$ cat src/rtl/spi_slave_word.sv
// spi_slave_word: SPI slave that moves whole DATA_WIDTH-bit words between an
// SPI master and a pair of valid/ready streams in the system clock domain.
//
// Parameters:
//   DATA_WIDTH  bits per SPI word (2..32)
//   CPOL        SPI_clock idle level
//   CPHA        0: sample on leading edge, 1: sample on trailing edge
//   FILL_WORD   word shifted out when no TX word has been loaded
// Ports:
//   clock, not_reset          system clock (rising edge), async active-low reset
//   SPI_clock, SPI_in         serial clock / MOSI from master (asynchronous)
//   SPI_not_chip_select       active-low select from master (asynchronous)
//   SPI_out                   MISO, always driven with the TX shift MSB
//   in_data_valid/in_data     received word, held until in_data_ready
//   in_data_ready             consumer accepts in_data
//   out_data_valid/out_data   word offered for transmission
//   out_data_ready            TX holding register empty
//   active                    synchronised chip select is low
//   rx_overrun                one-cycle pulse when a received word is lost
// Build option:
//   SPI_SLAVE_OVERRUN_EN      keep the held word on an RX conflict and pulse
//                             rx_overrun; otherwise the new word overwrites it
//                             and rx_overrun is tied low.

module spi_slave_word #(
    parameter int unsigned            DATA_WIDTH = 8,
    parameter bit                     CPOL       = 1'b1,
    parameter bit                     CPHA       = 1'b1,
    parameter logic [DATA_WIDTH-1:0]  FILL_WORD  = '1
) (
    input  logic                  clock,
    input  logic                  not_reset,
    input  logic                  SPI_clock,
    input  logic                  SPI_in,
    output logic                  SPI_out,
    input  logic                  SPI_not_chip_select,
    output logic                  in_data_valid,
    output logic [DATA_WIDTH-1:0] in_data,
    input  logic                  in_data_ready,
    input  logic                  out_data_valid,
    input  logic [DATA_WIDTH-1:0] out_data,
    output logic                  out_data_ready,
    output logic                  active,
    output logic                  rx_overrun
);

    localparam int unsigned CNT_W = (DATA_WIDTH > 2) ? $clog2(DATA_WIDTH) : 1;
    localparam logic [CNT_W-1:0] LAST_BIT = CNT_W'(DATA_WIDTH - 1);

    typedef enum logic {IDLE = 1'b0, XFER = 1'b1} state_t;

    state_t state_q, state_d;

    logic sck_s1, sck_s2, sck_q;
    logic mosi_s1, mosi_s2;
    logic cs_s1, cs_s2, cs_q;
    logic [1:0] settle_q;
    logic cs_armed_q;

    logic [CNT_W-1:0]      bit_cnt_q;
    logic [DATA_WIDTH-1:0] rx_shift_q;
    logic [DATA_WIDTH-1:0] tx_shift_q;
    logic [DATA_WIDTH-1:0] tx_hold_q;

    // Synchronisers plus one extra stage for edge detection
    always_ff @(posedge clock or negedge not_reset) begin
        if (!not_reset) begin
            sck_s1  <= CPOL;
            sck_s2  <= CPOL;
            sck_q   <= CPOL;
            mosi_s1 <= 1'b0;
            mosi_s2 <= 1'b0;
            cs_s1   <= 1'b1;
            cs_s2   <= 1'b1;
            cs_q    <= 1'b1;
            active  <= 1'b0;
        end else begin
            sck_s1  <= SPI_clock;
            sck_s2  <= sck_s1;
            sck_q   <= sck_s2;
            mosi_s1 <= SPI_in;
            mosi_s2 <= mosi_s1;
            cs_s1   <= SPI_not_chip_select;
            cs_s2   <= cs_s1;
            cs_q    <= cs_s2;
            active  <= ~cs_s1;
        end
    end

    // A chip-select fall only counts once a real high level has been seen
    // after reset, so a select still low from before reset starts nothing.
    always_ff @(posedge clock or negedge not_reset) begin
        if (!not_reset) begin
            settle_q   <= 2'd0;
            cs_armed_q <= 1'b0;
        end else begin
            if (settle_q != 2'd3) begin
                settle_q <= settle_q + 2'd1;
            end
            if (settle_q == 2'd3 && cs_s2) begin
                cs_armed_q <= 1'b1;
            end
        end
    end

    logic lead_edge, trail_edge, sample_edge, shift_edge;
    logic cs_fall, cs_rise, in_xfer;
    logic sample, shift, word_done, word_start;
    logic [DATA_WIDTH-1:0] rx_next;

    assign lead_edge   = (sck_q == CPOL) && (sck_s2 != CPOL);
    assign trail_edge  = (sck_q != CPOL) && (sck_s2 == CPOL);
    assign sample_edge = CPHA ? trail_edge : lead_edge;
    assign shift_edge  = CPHA ? lead_edge  : trail_edge;
    assign cs_fall     = cs_armed_q & cs_q & ~cs_s2;
    assign cs_rise     = ~cs_q & cs_s2;
    assign in_xfer     = (state_q == XFER) && !cs_rise;
    assign sample      = in_xfer && sample_edge;
    // The first shift edge of each word is skipped: the MSB is already out.
    assign shift       = in_xfer && shift_edge && (bit_cnt_q != '0);
    assign word_done   = sample && (bit_cnt_q == LAST_BIT);
    assign word_start  = ((state_q == IDLE) && cs_fall) || word_done;
    assign rx_next     = {rx_shift_q[DATA_WIDTH-2:0], mosi_s2};

    // FSM state register
    always_ff @(posedge clock or negedge not_reset) begin
        if (!not_reset) begin
            state_q <= IDLE;
        end else begin
            state_q <= state_d;
        end
    end

    // FSM next state
    always_comb begin
        state_d = state_q;
        if (cs_rise) begin
            state_d = IDLE;
        end else if (state_q == IDLE && cs_fall) begin
            state_d = XFER;
        end
    end

    // Bit counter and RX shift register
    always_ff @(posedge clock or negedge not_reset) begin
        if (!not_reset) begin
            bit_cnt_q  <= '0;
            rx_shift_q <= '0;
        end else if (state_q != XFER || cs_rise) begin
            bit_cnt_q  <= '0;
            rx_shift_q <= '0;
        end else if (sample) begin
            bit_cnt_q  <= (bit_cnt_q == LAST_BIT) ? '0 : bit_cnt_q + CNT_W'(1);
            rx_shift_q <= rx_next;
        end
    end

    // TX holding and shift registers; out_data_ready marks the holding register empty
    always_ff @(posedge clock or negedge not_reset) begin
        if (!not_reset) begin
            tx_hold_q      <= '0;
            tx_shift_q     <= '0;
            out_data_ready <= 1'b1;
        end else begin
            if (word_start) begin
                tx_shift_q <= out_data_ready ? FILL_WORD : tx_hold_q;
            end else if (shift) begin
                tx_shift_q <= {tx_shift_q[DATA_WIDTH-2:0], 1'b0};
            end
            if (out_data_valid && out_data_ready) begin
                tx_hold_q      <= out_data;
                out_data_ready <= 1'b0;
            end else if (word_start && !out_data_ready) begin
                out_data_ready <= 1'b1;
            end
        end
    end

    assign SPI_out = tx_shift_q[DATA_WIDTH-1];

    logic rx_conflict;
    assign rx_conflict = word_done && in_data_valid && !in_data_ready;

    // Received-word output register
    always_ff @(posedge clock or negedge not_reset) begin
        if (!not_reset) begin
            in_data       <= '0;
            in_data_valid <= 1'b0;
        end else if (word_done) begin
            in_data_valid <= 1'b1;
`ifdef SPI_SLAVE_OVERRUN_EN
            if (!rx_conflict) begin
                in_data <= rx_next;
            end
`else
            in_data <= rx_next;
`endif
        end else if (in_data_valid && in_data_ready) begin
            in_data_valid <= 1'b0;
        end
    end

`ifdef SPI_SLAVE_OVERRUN_EN
    always_ff @(posedge clock or negedge not_reset) begin
        if (!not_reset) begin
            rx_overrun <= 1'b0;
        end else begin
            rx_overrun <= rx_conflict;
        end
    end
`else
    assign rx_overrun = 1'b0;
`endif

endmodule
$ cat config.mk
export PLATFORM = sky130hd
export DESIGN_NAME = spi_slave_word
export DESIGN_NICKNAME = d
export VERILOG_FILES = /design/src/rtl/spi_slave_word.sv
export SDC_FILE = /design/constraint.sdc
export NUM_CORES = 1
export LEC_CHECK = 0
export ABC_AREA = 1
export CAP_MARGIN = 20
export CORE_AREA = 2 2 70 72
export CTS_BUF_LIST = sky130_fd_sc_hd__clkbuf_8
export CTS_CLUSTER_SIZE = 8
export DETAILED_ROUTE_END_ITERATION = 8
export DIE_AREA = 0 0 72 74
export GPL_TIMING_DRIVEN = 0
export PLACE_DENSITY = 0.67
export SYNTH_ARGS = -nofsm -noshare
export SYNTH_HDL_FRONTEND = slang
export SYNTH_SLANG_ARGS = --single-unit
$ cat constraint.sdc
create_clock -name clock -period 3 [get_ports clock]
set_input_delay 0.6 -clock clock [delete_from_list [all_inputs] [get_ports clock]]
set_output_delay 0.6 -clock clock [all_outputs]
set_load 0.1 [all_outputs]
==> results of run 1 <==
metrics by stage:
step,cells,total power (uW)
finish,277,1880
global route,277,1980
CTS,277,1890
detailed placement,269,1330
global placement,268,1310
floorplan,188,1210
per-layer routing:
layer / vias to the layer above / wire length (um) / global-route usage, % / share of wire, %
li1: 681 / - / - / -
met1: 655 / 1700 / 20.4 / 49
met2: 16 / 1610 / 23.6 / 47
met3: 6 / 71 / 3.25 / 2.1
met4: 0 / 65 / 6.29 / 1.9
met5: - / 0 / 0 / 0
power by group:
| group | internal, uW | switching (uW) | total [uW] |
|---|---|---|---|
| Clock | 336 | 227 | 563 |
| Sequential | 792 | 59.7 | 852 |
| Combinational | 189 | 272 | 461 |
worst reg2reg max path: stages, from the launching register on:
cell	delay (ps)
dfrtp_1	410
ha_1	170
ha_1	200
nand4_2	250
buf_4	270
a21oi_1	160
nor2_1	70
Yosys cell counts, drive strengths merged:
cell     n  area [um2]
o31ai    1        7.51
buf      5        32.5
nand4    2        18.8
o21a     1        7.51
a21o     1        7.51
dfstp    7         184
o22ai    6        37.5
or2      6        37.5
nand3   15        75.1
nor2    17        78.8
dfrtp   42        1050
xnor2    1        8.76
mux2     9         101
o21ai   13        65.1
conb     1        3.75
a21boi   1        18.8
ha       4        50.1
clkbuf   1        5.00
a21oi    6        30.0
nand2   31         121
inv     18        67.6
logic make-up (layout without fill, tap and decap cells):
group | Yosys count | count (layout) | synth area share, %
XOR/XNOR | 1 | 1 | 0.436
flip-flops | 49 | 49 | 61.5
buffers and inverters | 24 | 59 | 5.23
adder cells (fa/ha/maj) | 4 | 4 | 2.49
AND/OR/NAND/NOR | 71 | 71 | 16.5
AO/OA/AOI/OAI | 29 | 29 | 8.66
other | 1 | 1 | 0.187
multiplexers | 9 | 9 | 5.04
cell type report:
class | instances | area, um2
fillers | 392 | 2110
flip-flops and latches | 49 | 1230
multi-input cells | 115 | 669
repair buffers | 27 | 275
clock buffers | 5 | 68.8
clock inverters | 3 | 68.8
inverters | 18 | 67.6
well taps | 54 | 67.6
plain buffers | 6 | 37.5
registers in the layout, summed over array words and instances, names as in the netlist, 2 cells and up:
name / flops
bit_cnt_q: 3
in_data: 8
rx_shift_q: 7
settle_q: 2
tx_hold_q: 8
tx_shift_q: 8
worst min path at each step:
stage | from | to | slack (ps) | depth (start not counted)
2_1_floorplan | not_reset | active | 300 | 0
3_3_place_gp | mosi_s1 | mosi_s2 | 340 | 0
3_5_place_dp | mosi_s1 | mosi_s2 | 340 | 0
4_1_cts | not_reset | bit_cnt_q[1] | 270 | 1
5_1_grt | not_reset | bit_cnt_q[1] | 290 | 1
6_report | not_reset | bit_cnt_q[1] | 260 | 1
==> flow_summary.toml, run 1 <==
[outcome]
status = "completed"

[timing]
max_slew_margin_pct = 34.9
fin_crit_sh_pct = 85.7
finalSetupTns_ps = 0
grt_setup_unrepaired = "false"
finalHoldViolCount = 0
clock_skew_ps = 16.5
fmax_mhz = 389
setup_violations = 0
period_minus_slack_ps = 2570
finalMaxSlewViolations = 0
fin_ws_ps = 428
tightest_slew_ps = 974
hold_ws_ps = 261

[global_route]
grt_pass1_vias = 1345
grt_antenna_before_repair = 0
grt_pass1_wl_um = 6160
grt_usage_pct = 15.0
grt_max_degree = 28
gr-total-overflow = 0

[worst_setup_path]
required_ps = 2400
r2r_start = "bit_cnt_q[0]"
crit_slowest_cell = "clkdlybuf4s50_1"
r2r_slack_ps = 1360
cp-end-kind = "output port"
path_depth = 1
arrival_ps = 1970
critPathKind = "register to output port"
crit_end = "out_data_ready"
path_buf_inv = 1
cp_max_fo = 2
timing.rr.end = "tx_shift_q[7]"
cp-start-kind = "register"
path_delay_family = "buffers and inverters"
cp-startpoint = "out_data_ready"
reg2regPathDepth = 6
worstPathCellList = "clkdlybuf4s50_1"
critical-path-max-stage-delay_ps = 1130

[final_layout]
drive_gt1_share_pct = 19.7
final_cell_mix = "dfrtp_1, nand2_1, clkdlybuf4s50_1, inv_1"
fin_util_pct = 54.1
antenna_cells = 0
final_common_cell = "dfrtp_1"
area_growth_pct = 23.9
final_nets = 241
design_area_um2 = 2490

[yosys]
postSynthCellCount = 188
syn_area_per_cell_um2 = 10.7
yosysSeqAreaShare_pct = 61.5
ys_ff_latch = 49
synth_nets = 207
yosysWarnings = 0
syn_area_um2 = 2010
ys_types = 25

[routing]
ant_nets = 0
drt_iter0_markers = 94
wire_per_inst_um = 12.5
via_count = 1358
drc = 0
viasPerCell = 4.90
drtPass1Iterations = 4
drt_wl_total_um = 3450

[placed_design]
dpl_worst_slack_ps = 763
hpwl_um = 2390
portBuffers = 26
routabilityCongestion = 0.818
dpl_cell_area_um2 = 2350

[cts]
tritoncts = "done"
clockBufferDepth = 2
clk_pin_slew_ps = 100
htreeDepth = 2
numCtsBuffers = 5
cts-root-buf = "clkbuf_8"
ctsResizeCount = 0
cts_sinks = 49
clkLatencyLatePin_ps = 310
post_cts_buffers = 0
ctsHoldBuffers = 0

[floorplanning]
initial_core_util_pct = 43.7
die_w_um = 72
rows = 25
dieArea_um2 = 5330
pin_count = 28
core-area_um2 = 4600
die_height_um = 74

[pwr]
p_leak_uw = 0.00113
ir_drop_mv = 0.413
powerDensity_nw_per_um2 = 753

[run]
drv_cap = 0

[hold_path]
hold_class = "primary input to async pin"
Note: power is estimated with default switching activity, not from simulation.
==> run 2: changes to the inputs <==
CAP_MARGIN = not set   (was 20)
CORE_AREA = 3 3 71 73   (was 2 2 70 72)
DIE_AREA = 0 0 74 76   (was 0 0 72 74)
==> run 2 against run 1 <==
Net effect: global-route usage down 1.2 points; via count decreased by 2.9%; critical endpoint unchanged; combinational power fell by 2%; largest cell class unchanged.
==> flow_summary.toml, run 2 (same netlist as run 1, synthesis figures left out) <==
[global_route]
top_usage_layer = "met2"
grt_pass1_vias = 1309
grt_antenna_before_repair = 0
grt_pass1_wl_um = 6070
grtUsageMet3_pct = 3.43
gr-total-overflow = 0
grt_max_degree = 33
grt_usage_pct = 13.8
grtUsageMet1_pct = 19.3
grt_util_met2_pct = 20.0

[pwr]
p_clk_share_pct = 25.9
p_sw_share_pct = 30.5
p_seq_share_pct = 48.4
p_total_uw = 1770
powerDensity_nw_per_um2 = 717
power_frac_comb_pct = 25.7
p_int_uw = 1230
p_leak_uw = 0.00112
p_switching_uw = 538
ir_drop_mv = 0.554

[worst_setup_path]
critical-path-max-stage-delay_ps = 1140
cp-start-kind = "register"
required_ps = 2400
reg2regPathDepth = 6
cp-end-kind = "output port"
path_buf_inv = 1
critPathKind = "register to output port"
path_depth = 1
path_delay_family = "buffers and inverters"
arrival_ps = 1970
worstPathCellList = "clkdlybuf4s50_1"
crit_slowest_cell = "clkdlybuf4s50_1"
cp_max_fo = 2

[final_layout]
fillers = 413
top_regs = "in_data (8), tx_hold_q (8), tx_shift_q (8)"
final_nets = 241
final_cells = 275
drive_gt1_share_pct = 19.3
antenna_cells = 0
area_growth_pct = 22.5
final_common_cell = "dfrtp_1"
design_area_um2 = 2460
final_cell_mix = "dfrtp_1, nand2_1, clkdlybuf4s50_1, inv_1"

[timing]
grt_setup_unrepaired = "false"
setup_violations = 0
fin_crit_sh_pct = 85.8
finalHoldViolCount = 0
tightest_slew_ps = 980
period_minus_slack_ps = 2570
fmax_mhz = 389
max_slew_margin_pct = 34.5
finalMaxSlewViolations = 0
clock_skew_ps = 11.1
fin_ws_ps = 427

[placed_design]
hpwl_um = 2390
dpl_worst_slack_ps = 753
portBuffers = 26
routabilityCongestion = 0.765
dpl_cell_area_um2 = 2350
dp.cells = 267

[cts]
clk_pin_slew_ps = 90
cts-root-buf = "clkbuf_8"
tritoncts = "done"
clockBufferDepth = 2
numCtsBuffers = 5
ctsHoldBuffers = 0
ctsResizeCount = 0
cts_sinks = 49
clkLatencyLatePin_ps = 300
htreeDepth = 2
post_cts_buffers = 0

[floorplanning]
core-area_um2 = 4410
die_w_um = 74
die_height_um = 76
dieArea_um2 = 5620
rows = 24
pin_count = 28
initial_core_util_pct = 45.5

[routing]
wire_per_inst_um = 12.1
drt_iter0_markers = 111
viasPerCell = 4.80
drc = 0
ant_nets = 0
via_count = 1319
drt_wl_total_um = 3320
drtPass1Iterations = 4

[outcome]
status = "completed"

[run]
drv_cap = 0

[hold_path]
hold_class = "primary input to async pin"
==> run 2: changes by cell type in the layout (fill, tap and decap cells not counted), sizes merged <==
cell    change
bufinv      -1
clkinv      +1
==> run 2: per-stage QoR <==
stage                     hold slack, ps  util, %  TNS [ps]
after floorplan                      304        -         0
after global placement               337     52.9     -1340
after detailed placement             346     53.2         0
after CTS                            225     55.8         0
after global routing                 239     55.8         0
final                                223     55.8         0
==> run 2: layout make-up <==
class	count	area (um2)	area share [%]
flip-flops and latches	49	1230	50.2
multi-input cells	115	669	27.2
repair buffers	27	275	11.2
clock buffers	5	68.8	2.80
inverters	18	67.6	2.75
well taps	52	65.1	2.64
clock inverters	3	42.5	1.73
plain buffers	6	37.5	1.53
==> run 2: final timing paths <==
path                                  endpoint      startpoint  slack (ps)
min in group clock                      sck_s2          sck_s1         360
worst min-delay path              tx_hold_q[2]       not_reset         220
worst max-delay path            out_data_ready  out_data_ready         430
max in group asynchronous               sck_s2       not_reset        2210
worst max register to register   tx_shift_q[7]    bit_cnt_q[0]        1380
worst min register to register          sck_s2          sck_s1         360
==> run 2: metal layers <==
metal / vias up / part of all wire (%)
met5: - / 0
met4: 0 / 1.9
met3: 5 / 3.9
met2: 20 / 47
met1: 614 / 47
li1: 680 / -
==> run 2: power groups by stage <==
stage	clock, uW	combinational [uW]	sequential, uW
after floorplan	0	255	953
after global placement	0	450	862
after detailed placement	0	459	868
after CTS	475	461	855
after global routing	506	509	872
final	457	454	854
==> run 3: changes to the inputs <==
GPL_ROUTABILITY_DRIVEN = 0   (was not set)
==> results of run 3 <==
The final DEF is identical to that of run 2; final timing and power are the same.
